$ cat src/rtl/seq_div.sv
// Restoring shift-subtract unsigned divider.
// One quotient bit per clock, go/done handshake.
module seq_div #(
  parameter int W = 4
) (
  input  logic         clk,
  input  logic         clr,
  input  logic         go,
  input  logic [W-1:0] dividend,
  input  logic [W-1:0] divisor,
  output logic [W-1:0] quotient,
  output logic [W-1:0] remainder,
  output logic         busy,
  output logic         done,
  output logic         div_by_zero
);

  localparam int CW = $clog2(W);

  typedef enum logic [1:0] {
    IDLE,
    LOAD,
    CALC,
    DONE
  } state_t;

  state_t        state;
  logic [W-1:0]  q_r;
  logic [W-1:0]  d_r;
  logic [W-1:0]  r_r;
  logic [CW-1:0] cnt;

  logic [W:0]    trial;
  logic [W-1:0]  q_nxt;
  logic [W-1:0]  r_nxt;

  // R < D always holds, so the W+1 bit trial cannot overflow
  always_comb begin
    trial = {r_r, q_r[W-1]} - {1'b0, d_r};
    q_nxt = {q_r[W-2:0], 1'b0};
    r_nxt = {r_r[W-2:0], q_r[W-1]};
    if (!trial[W]) begin
      q_nxt = {q_r[W-2:0], 1'b1};
      r_nxt = trial[W-1:0];
    end
  end

  always_ff @(posedge clk) begin
    if (clr) begin
      state       <= IDLE;
      q_r         <= '0;
      d_r         <= '0;
      r_r         <= '0;
      cnt         <= '0;
      quotient    <= '0;
      remainder   <= '0;
      busy        <= 1'b0;
      done        <= 1'b0;
      div_by_zero <= 1'b0;
    end else begin
      unique case (state)
        IDLE: begin
          done <= 1'b0;
          if (go) begin
            q_r         <= dividend;
            d_r         <= divisor;
            r_r         <= '0;
            div_by_zero <= 1'b0;
            busy        <= 1'b1;
            state       <= LOAD;
          end
        end
        LOAD: begin
          if (d_r == '0) begin
            quotient    <= '1;
            remainder   <= q_r;
            div_by_zero <= 1'b1;
            busy        <= 1'b0;
            done        <= 1'b1;
            state       <= DONE;
          end else begin
            cnt   <= CW'(W - 1);
            state <= CALC;
          end
        end
        CALC: begin
          q_r <= q_nxt;
          r_r <= r_nxt;
          if (cnt == '0) begin
            quotient  <= q_nxt;
            remainder <= r_nxt;
            busy      <= 1'b0;
            done      <= 1'b1;
            state     <= DONE;
          end else begin
            cnt <= cnt - 1'b1;
          end
        end
        DONE: begin
          done  <= 1'b0;
          state <= IDLE;
        end
        default: begin
          busy  <= 1'b0;
          done  <= 1'b0;
          state <= IDLE;
        end
      endcase
    end
  end

endmodule

$ cat config.mk
export PLATFORM = sky130hd
export DESIGN_NAME = seq_div
export DESIGN_NICKNAME = d
export VERILOG_FILES = /design/src/rtl/seq_div.sv
export SDC_FILE = /design/constraint.sdc
export NUM_CORES = 1
export LEC_CHECK = 0
export ABC_AREA = 1
export CORE_MARGIN = 2
export CORE_UTILIZATION = 35
export CTS_CLUSTER_DIAMETER = 30
export DETAILED_ROUTE_END_ITERATION = 8
export HOLD_SLACK_MARGIN = 0.1
export PLACE_DENSITY = 0.54
export SLEW_MARGIN = 10
export SYNTH_ARGS = -nofsm -noshare
export SYNTH_HDL_FRONTEND = slang
export SYNTH_SLANG_ARGS = --single-unit
$ cat constraint.sdc
create_clock -name clk -period 2.25 [get_ports clk]
set_clock_uncertainty 0.15 [all_clocks]
set_input_delay 0.3375 -clock clk [delete_from_list [all_inputs] [get_ports clk]]
set_output_delay 0.3375 -clock clk [all_outputs]
set_load 0.05 [all_outputs]
==> summary.txt, run 1 <==
Run status
  • Status: completed

Layout
  • Share of layout cells above drive strength 1: 6.639%
  • Area grow syn2layout: 18.75%
  • Cell Count, Final, Fillers Out: 293
  • Fin nets: 262
  • N_diodes: 0

Flow run
  • Max Cap Viol: 0

STA
  • RSZ-0062 raised after global routing: false
  • Minimum clock period: a little over 2 ns
  • Worst-Margin Slew: 0.4983 ns
  • Final Max Tran Viols: 0
  • Fmax: slightly below 500 MHz
  • Relative slew slack: 66.68%
  • Fin Hold WS: 0.3046 ns
  • Setup_tns: 0 ns
  • Period utilization: ~91%
  • Setup violators final: 0
  • Hold Vio Cnt, Final: 0

Setup path
  • Crit-path max cell delay: 0.40 ns
  • Startpoint types: flip-flop
  • Crit path top cell by count: nand2_1
  • Req. time, crit path: 2.33 ns
  • Slowest stage cell, crit path: fa_1
  • CP max FO: 5
  • Crit-path cells: inv_1 > ha_1 > fa_1 > inv_1 > nand2_1 > nand2_1 > nand3_1 > nand2_1 > nand3_1 > nand3_1 > nand2_1 > inv_1
  • Critical Path AT: between 2 and 2.5 ns
  • Setup CP Type: flip-flop to flip-flop
  • CP endpoint kind: flip-flop

Floorplanning
  • Die extent in x: between 70 and 80 µm
  • Num ports: 22
  • CORE AREA: 4324 µm²
  • Die area: ~5000 µm²
  • Rows: 24
  • Initial Utilization: 36.11%
  • Die height: 70.80 µm

Clocking
  • CTS Buf Count: 3
  • Clock transition at the registers of the reported paths: 0.10 ns
  • # hold bufs at CTS: 0
  • Clock Tree Root: clkbuf_8
  • Clock Path Buffers: 2
  • H-tree levels: 1
  • Post-CTS sizing: 0
  • Clk sinks: 27
  • TritonCTS clock tree: built
  • Latest clock arrival within the worst-skew pair: about 0.27 ns
  • Post-CTS Setup Bufs: 0

Placement
  • PortBufs: 21
  • Hpwl dp: 2543 µm
  • Routability congestion estimate: 0.8767
  • Dpl cells: a little under 300

Synthesis
  • Synth cell types: 27
  • Sequential-to-total area share from yosys stat: 34.62%
  • Cell count after synthesis: 220
  • Average size of a mapped cell: 7.098 µm²
  • Ys Warns: 0
  • Synthesized area: 1561 µm²
  • #FFs+latches synth: 27
  • Syn nets: 240

GRT
  • Met1 GRT Util: 19.58%
  • GR Util met3: about 2.1%
  • First-pass GRT wire length: a little under 6000 µm
  • Vias in the first global route: 1361
  • Most Crowded Layer GR: met2
  • Total track usage: 14.61%
  • Total gr overflow: 0
  • Initial antenna violation count: 0
  • Met2 usage in global routing: 24.40%
  • Pin count of the biggest net entering global routing: 19

Routing
  • ANT nets after route: 0
  • DR vias: 1372
  • DRC: 0
  • Drt wl/cell: ~11 µm
  • DR vias/cell: 4.683
  • Total Wirelength: about 3300 µm
  • DR pass1 iterations: 4
  • Iter 0 DRT Violations: 71

Hold path
  • Worst Hold Class: flip-flop to flip-flop

Power
  • Pleak: 0.8789 nW
  • Pwr Density: between 1000 and 1500 nW/µm²
  • Max VDD drop: 0.6367 mV
==> registers in the layout, indices dropped and copies added, names as in the netlist <==
register	cells
cnt	2
q_r	4
quotient	4
busy	1
d_r	4
div_by_zero	1
remainder	4
state	2
done	1
r_r	4
==> path summary, 6_finish.rpt <==
kind | from | slack, ns | endpoint | cells past startpoint
max | q_r[3] | 0.21 | remainder[1] | 12
min | busy | 0.30 | busy | 2
max reg2reg | q_r[3] | 0.21 | remainder[1] | 12
min reg2reg | busy | 0.30 | busy | 2
==> cell usage after synthesis, drive strengths merged <==
library cell | instances | area share, %
a211oi | 1 | 0.48
a21oi | 25 | 8.5
buf | 5 | 2.6
clkbuf | 1 | 0.24
dfxtp | 27 | 35
fa | 1 | 1.3
ha | 8 | 6.4
inv | 47 | 12
nand2 | 32 | 8.8
nand3 | 28 | 9.0
nand4 | 1 | 0.40
nor2 | 14 | 5.6
nor3 | 4 | 1.3
o211ai | 1 | 0.48
o21ai | 23 | 7.6
or2 | 1 | 0.40
xnor2 | 1 | 0.56
==> critical path, delay by kind of cell, from the launching register on <==
kind	cells	cell delay (ns)
flops	1	0.36
fa+ha+maj	2	0.62
buf+inv	3	0.19
simple gates	7	0.68
==> cells in the final DEF (no fill, tap or decap) <==
master,netlist,routed
o21ai_1,1,1
ha_1,8,8
a21oi_2,2,2
o211ai_1,1,1
dfxtp_1,27,27
nor3_1,4,4
o21ai_0,21,21
o21ai_2,1,1
inv_8,1,1
nand3_1,28,28
nor2_8,2,2
clkdlybuf4s50_1,0,21
nor2_2,1,1
nand4_1,1,1
nor2_1,11,11
a21oi_1,23,23
xnor2_1,1,1
clkbuf_8,0,3
inv_1,46,46
a211oi_1,1,1
buf_4,1,2
or2_1,1,1
nand2_4,2,2
clkinv_2,0,1
nand2_2,1,1
nand2_1,29,29
fa_1,1,1
==> metal layers <==
| layer | vias up | wire length [µm] |
|---|---|---|
| met5 | - | 0 |
| met3 | 4 | 82 |
| li1 | 750 | - |
| met2 | 18 | 1565 |
| met4 | 0 | 39 |
| met1 | 600 | 1628 |
==> where the power goes <==
part / switching, mW / internal [mW] / leakage, nW / total [mW]
logic: 1.12 / 0.608 / 0.630 / 1.73
clock network: 0.161 / 0.124 / 0.0255 / 0.285
registers: 0.107 / 0.654 / 0.223 / 0.761
==> metrics by stage <==
step | util [%] | cell area (µm²) | worst slack (ns) | total power [mW]
after CTS | 42.88 | 1854 | 0.2023 | 2.803
after global routing | 42.88 | 1854 | 0.01386 | 3.062
after floorplan | - | 1562 | 0.4403 | 2.151
after global placement | 41.81 | 1808 | 0.2288 | 2.518
final | 42.88 | 1854 | 0.2136 | 2.775
after detailed placement | 41.81 | 1808 | 0.2317 | 2.509
==> cell type report <==
| cell class | instances | area (µm²) |
|---|---|---|
| multi-input combinational | 140 | 793.3 |
| inverter | 47 | 183.9 |
| fill | 466 | 2470 |
| clock inverter | 1 | 5.005 |
| sequential | 27 | 540.5 |
| clock buffer | 3 | 41.29 |
| tap | 52 | 65.06 |
| timing repair buffer | 23 | 225.2 |
==> cells by family after synthesis <==
family	share of synthesized area, %
AND/OR/NAND/NOR	25.48
XOR/XNOR	0.5610
adder cells (fa/ha/maj)	7.693
AO/OA/AOI/OAI	17.07
flip-flops	34.62
buffers and inverters	14.58
Note: power is estimated with default switching activity, not from simulation.
==> run 2, diff against run 1 <==
Settings changed: CORE_UTILIZATION 35 to 54, PLACE_DENSITY 0.54 to 0.78, TNS_END_PERCENT set to 30.
==> summary.txt, run 2 (synthesized netlist as in run 1, its figures left out) <==
Run status
  • Status: completed

GRT
  • Pin count of the biggest net entering global routing: 19
  • Initial antenna violation count: 0
  • Total gr overflow: 0
  • Vias in the first global route: 1246
  • Total track usage: between 10% and 20%
  • First-pass GRT wire length: 5147 µm

Power
  • Pwr Total: approximately 2.7 mW
  • Pwr Density: 1475 nW/µm²
  • Pleak: 0.8711 nW
  • Max VDD drop: 1.128 mV

Setup path
  • Startpoint types: flip-flop
  • CP endpoint kind: flip-flop
  • Crit-path cells: inv_1 > ha_1 > fa_1 > inv_1 > nand2_1 > nand2_1 > nand3_1 > nand2_1 > nand3_1 > nand3_1 > nand2_1 > inv_1
  • Slowest stage cell, crit path: fa_1
  • CP max FO: 5
  • Critical Path AT: 2.16 ns
  • R2r setup slk: around 0.22 ns
  • Crit-path max cell delay: 0.40 ns
  • Crit path top cell by count: nand2_1
  • Setup CP Type: flip-flop to flip-flop
  • Req. time, crit path: 2.38 ns
  • Cell family with most CP delay: simple AND/OR/NAND/NOR gates
  • CP bufs+invs: 3

Clocking
  • Clock Tree Root: clkbuf_4
  • # hold bufs at CTS: 0
  • Post-CTS sizing: 0
  • H-tree levels: 1
  • Clk sinks: 27
  • CTS Buf Count: 3
  • Post-CTS Setup Bufs: 0
  • Clock Path Buffers: 2
  • Latest clock arrival within the worst-skew pair: 0.32 ns
  • Clock transition at the registers of the reported paths: between 0.1 and 0.15 ns
  • TritonCTS clock tree: built

Hold path
  • Worst Hold Class: flip-flop to flip-flop

Layout
  • Share of layout cells above drive strength 1: 6.639%
  • Most common cell after layout, fill and taps aside: inv_1
  • Most frequent cells in the layout: inv_1, nand2_1, nand3_1, dfxtp_1, a21oi_1
  • Fin nets: 262
  • N_diodes: 0
  • Area grow syn2layout: 15.87%

STA
  • Setup_tns: 0 ns
  • Hold Vio Cnt, Final: 0
  • RSZ-0062 raised after global routing: false
  • Fmax: 492.9 MHz
  • Minimum clock period: about 2.0 ns
  • Setup violators final: 0
  • Worst-Margin Slew: 0.4990 ns
  • Final Max Tran Viols: 0
  • Relative slew slack: about two thirds
  • Period utilization: 90.18%

Routing
  • DRC: 0
  • Total Wirelength: 3005 µm
  • DR vias/cell: 5.158
  • DR vias: between 1000 and 1500
  • DR pass1 iterations: 4
  • ANT nets after route: 0
  • Iter 0 DRT Violations: 39
  • Drt wl/cell: about 11 µm

Floorplanning
  • Die extent in x: a little under 60 µm
  • Die height: 57.78 µm
  • Die area: 3338 µm²
  • Num ports: 22
  • Rows: 19
  • Initial Utilization: a little under three fifths
  • CORE AREA: 2758 µm²

Placement
  • Routability congestion estimate: 0.7955
  • Hpwl dp: about 2300 µm
  • PortBufs: 21

Flow run
  • Max Cap Viol: 0
==> run 2: cell types whose count changed in the layout (fill, tap and decap cells not counted) <==
cell,before,now
clkbuf_4,0,3
clkbuf_8,3,0
==> run 2: path summary, 6_finish.rpt <==
kind                             start            to  cells past startpoint
worst max-delay path            q_r[3]  remainder[2]                     12
worst min-delay path              busy          busy                      2
worst max register to register  q_r[3]  remainder[2]                     12
worst min register to register    busy          busy                      2
==> run 2: final cells by class <==
class                   instances  area, µm²
well taps                      31      38.79
multi-input cells             140      793.3
inverters                      47      183.9
fillers                       250      948.4
clock inverters                 1      5.005
repair buffers                 23      225.2
flip-flops and latches         27      540.5
clock buffers                   3      22.52
==> run 2: stage by stage <==
step                      cells  cell area [µm²]  setup slack, ns  util, %  hold slack, ns
after floorplan             220             1562           0.4403        -          0.2831
after global placement      268             1782           0.3207    64.61          0.2934
after detailed placement    268             1782           0.2821    64.61          0.2946
after CTS                   272             1809           0.2478    65.61          0.3176
after global routing        272             1809          0.04389    65.61          0.3316
final                       272             1809           0.2210    65.61          0.3127
==> run 2: power by group <==
group	total, mW	switching [mW]	leakage (nW)	internal (mW)
registers	0.761	0.108	0.223	0.653
logic	1.70	1.09	0.630	0.607
clock network	0.208	0.141	0.0177	0.0667
total	2.67	1.34	0.871	1.33
==> run 2: layer usage <==
| metal | vias up | GRT usage [%] | part of all wire (%) |
|---|---|---|---|
| met2 | 30 | 32.31 | 46 |
| met5 | - | 0 | 0 |
| li1 | 745 | - | - |
| met3 | 6 | 4.911 | 4.4 |
| met4 | 0 | 6.312 | 1.5 |
| met1 | 622 | 25.38 | 48 |
==> run 2: tightest hold or removal path: cells and delay by family (launching register included) <==
family                 cells  cell delay, ns
flip-flops                 1            0.34
buffers and inverters      1            0.05
AO/OA/AOI/OAI              1            0.05
==> run 3, diff against run 2 <==
Settings changed: ABC_CLOCK_PERIOD_IN_PS set to 2250.
==> results of run 3 <==
Final layout, timing and power as in run 2 (identical DEF).
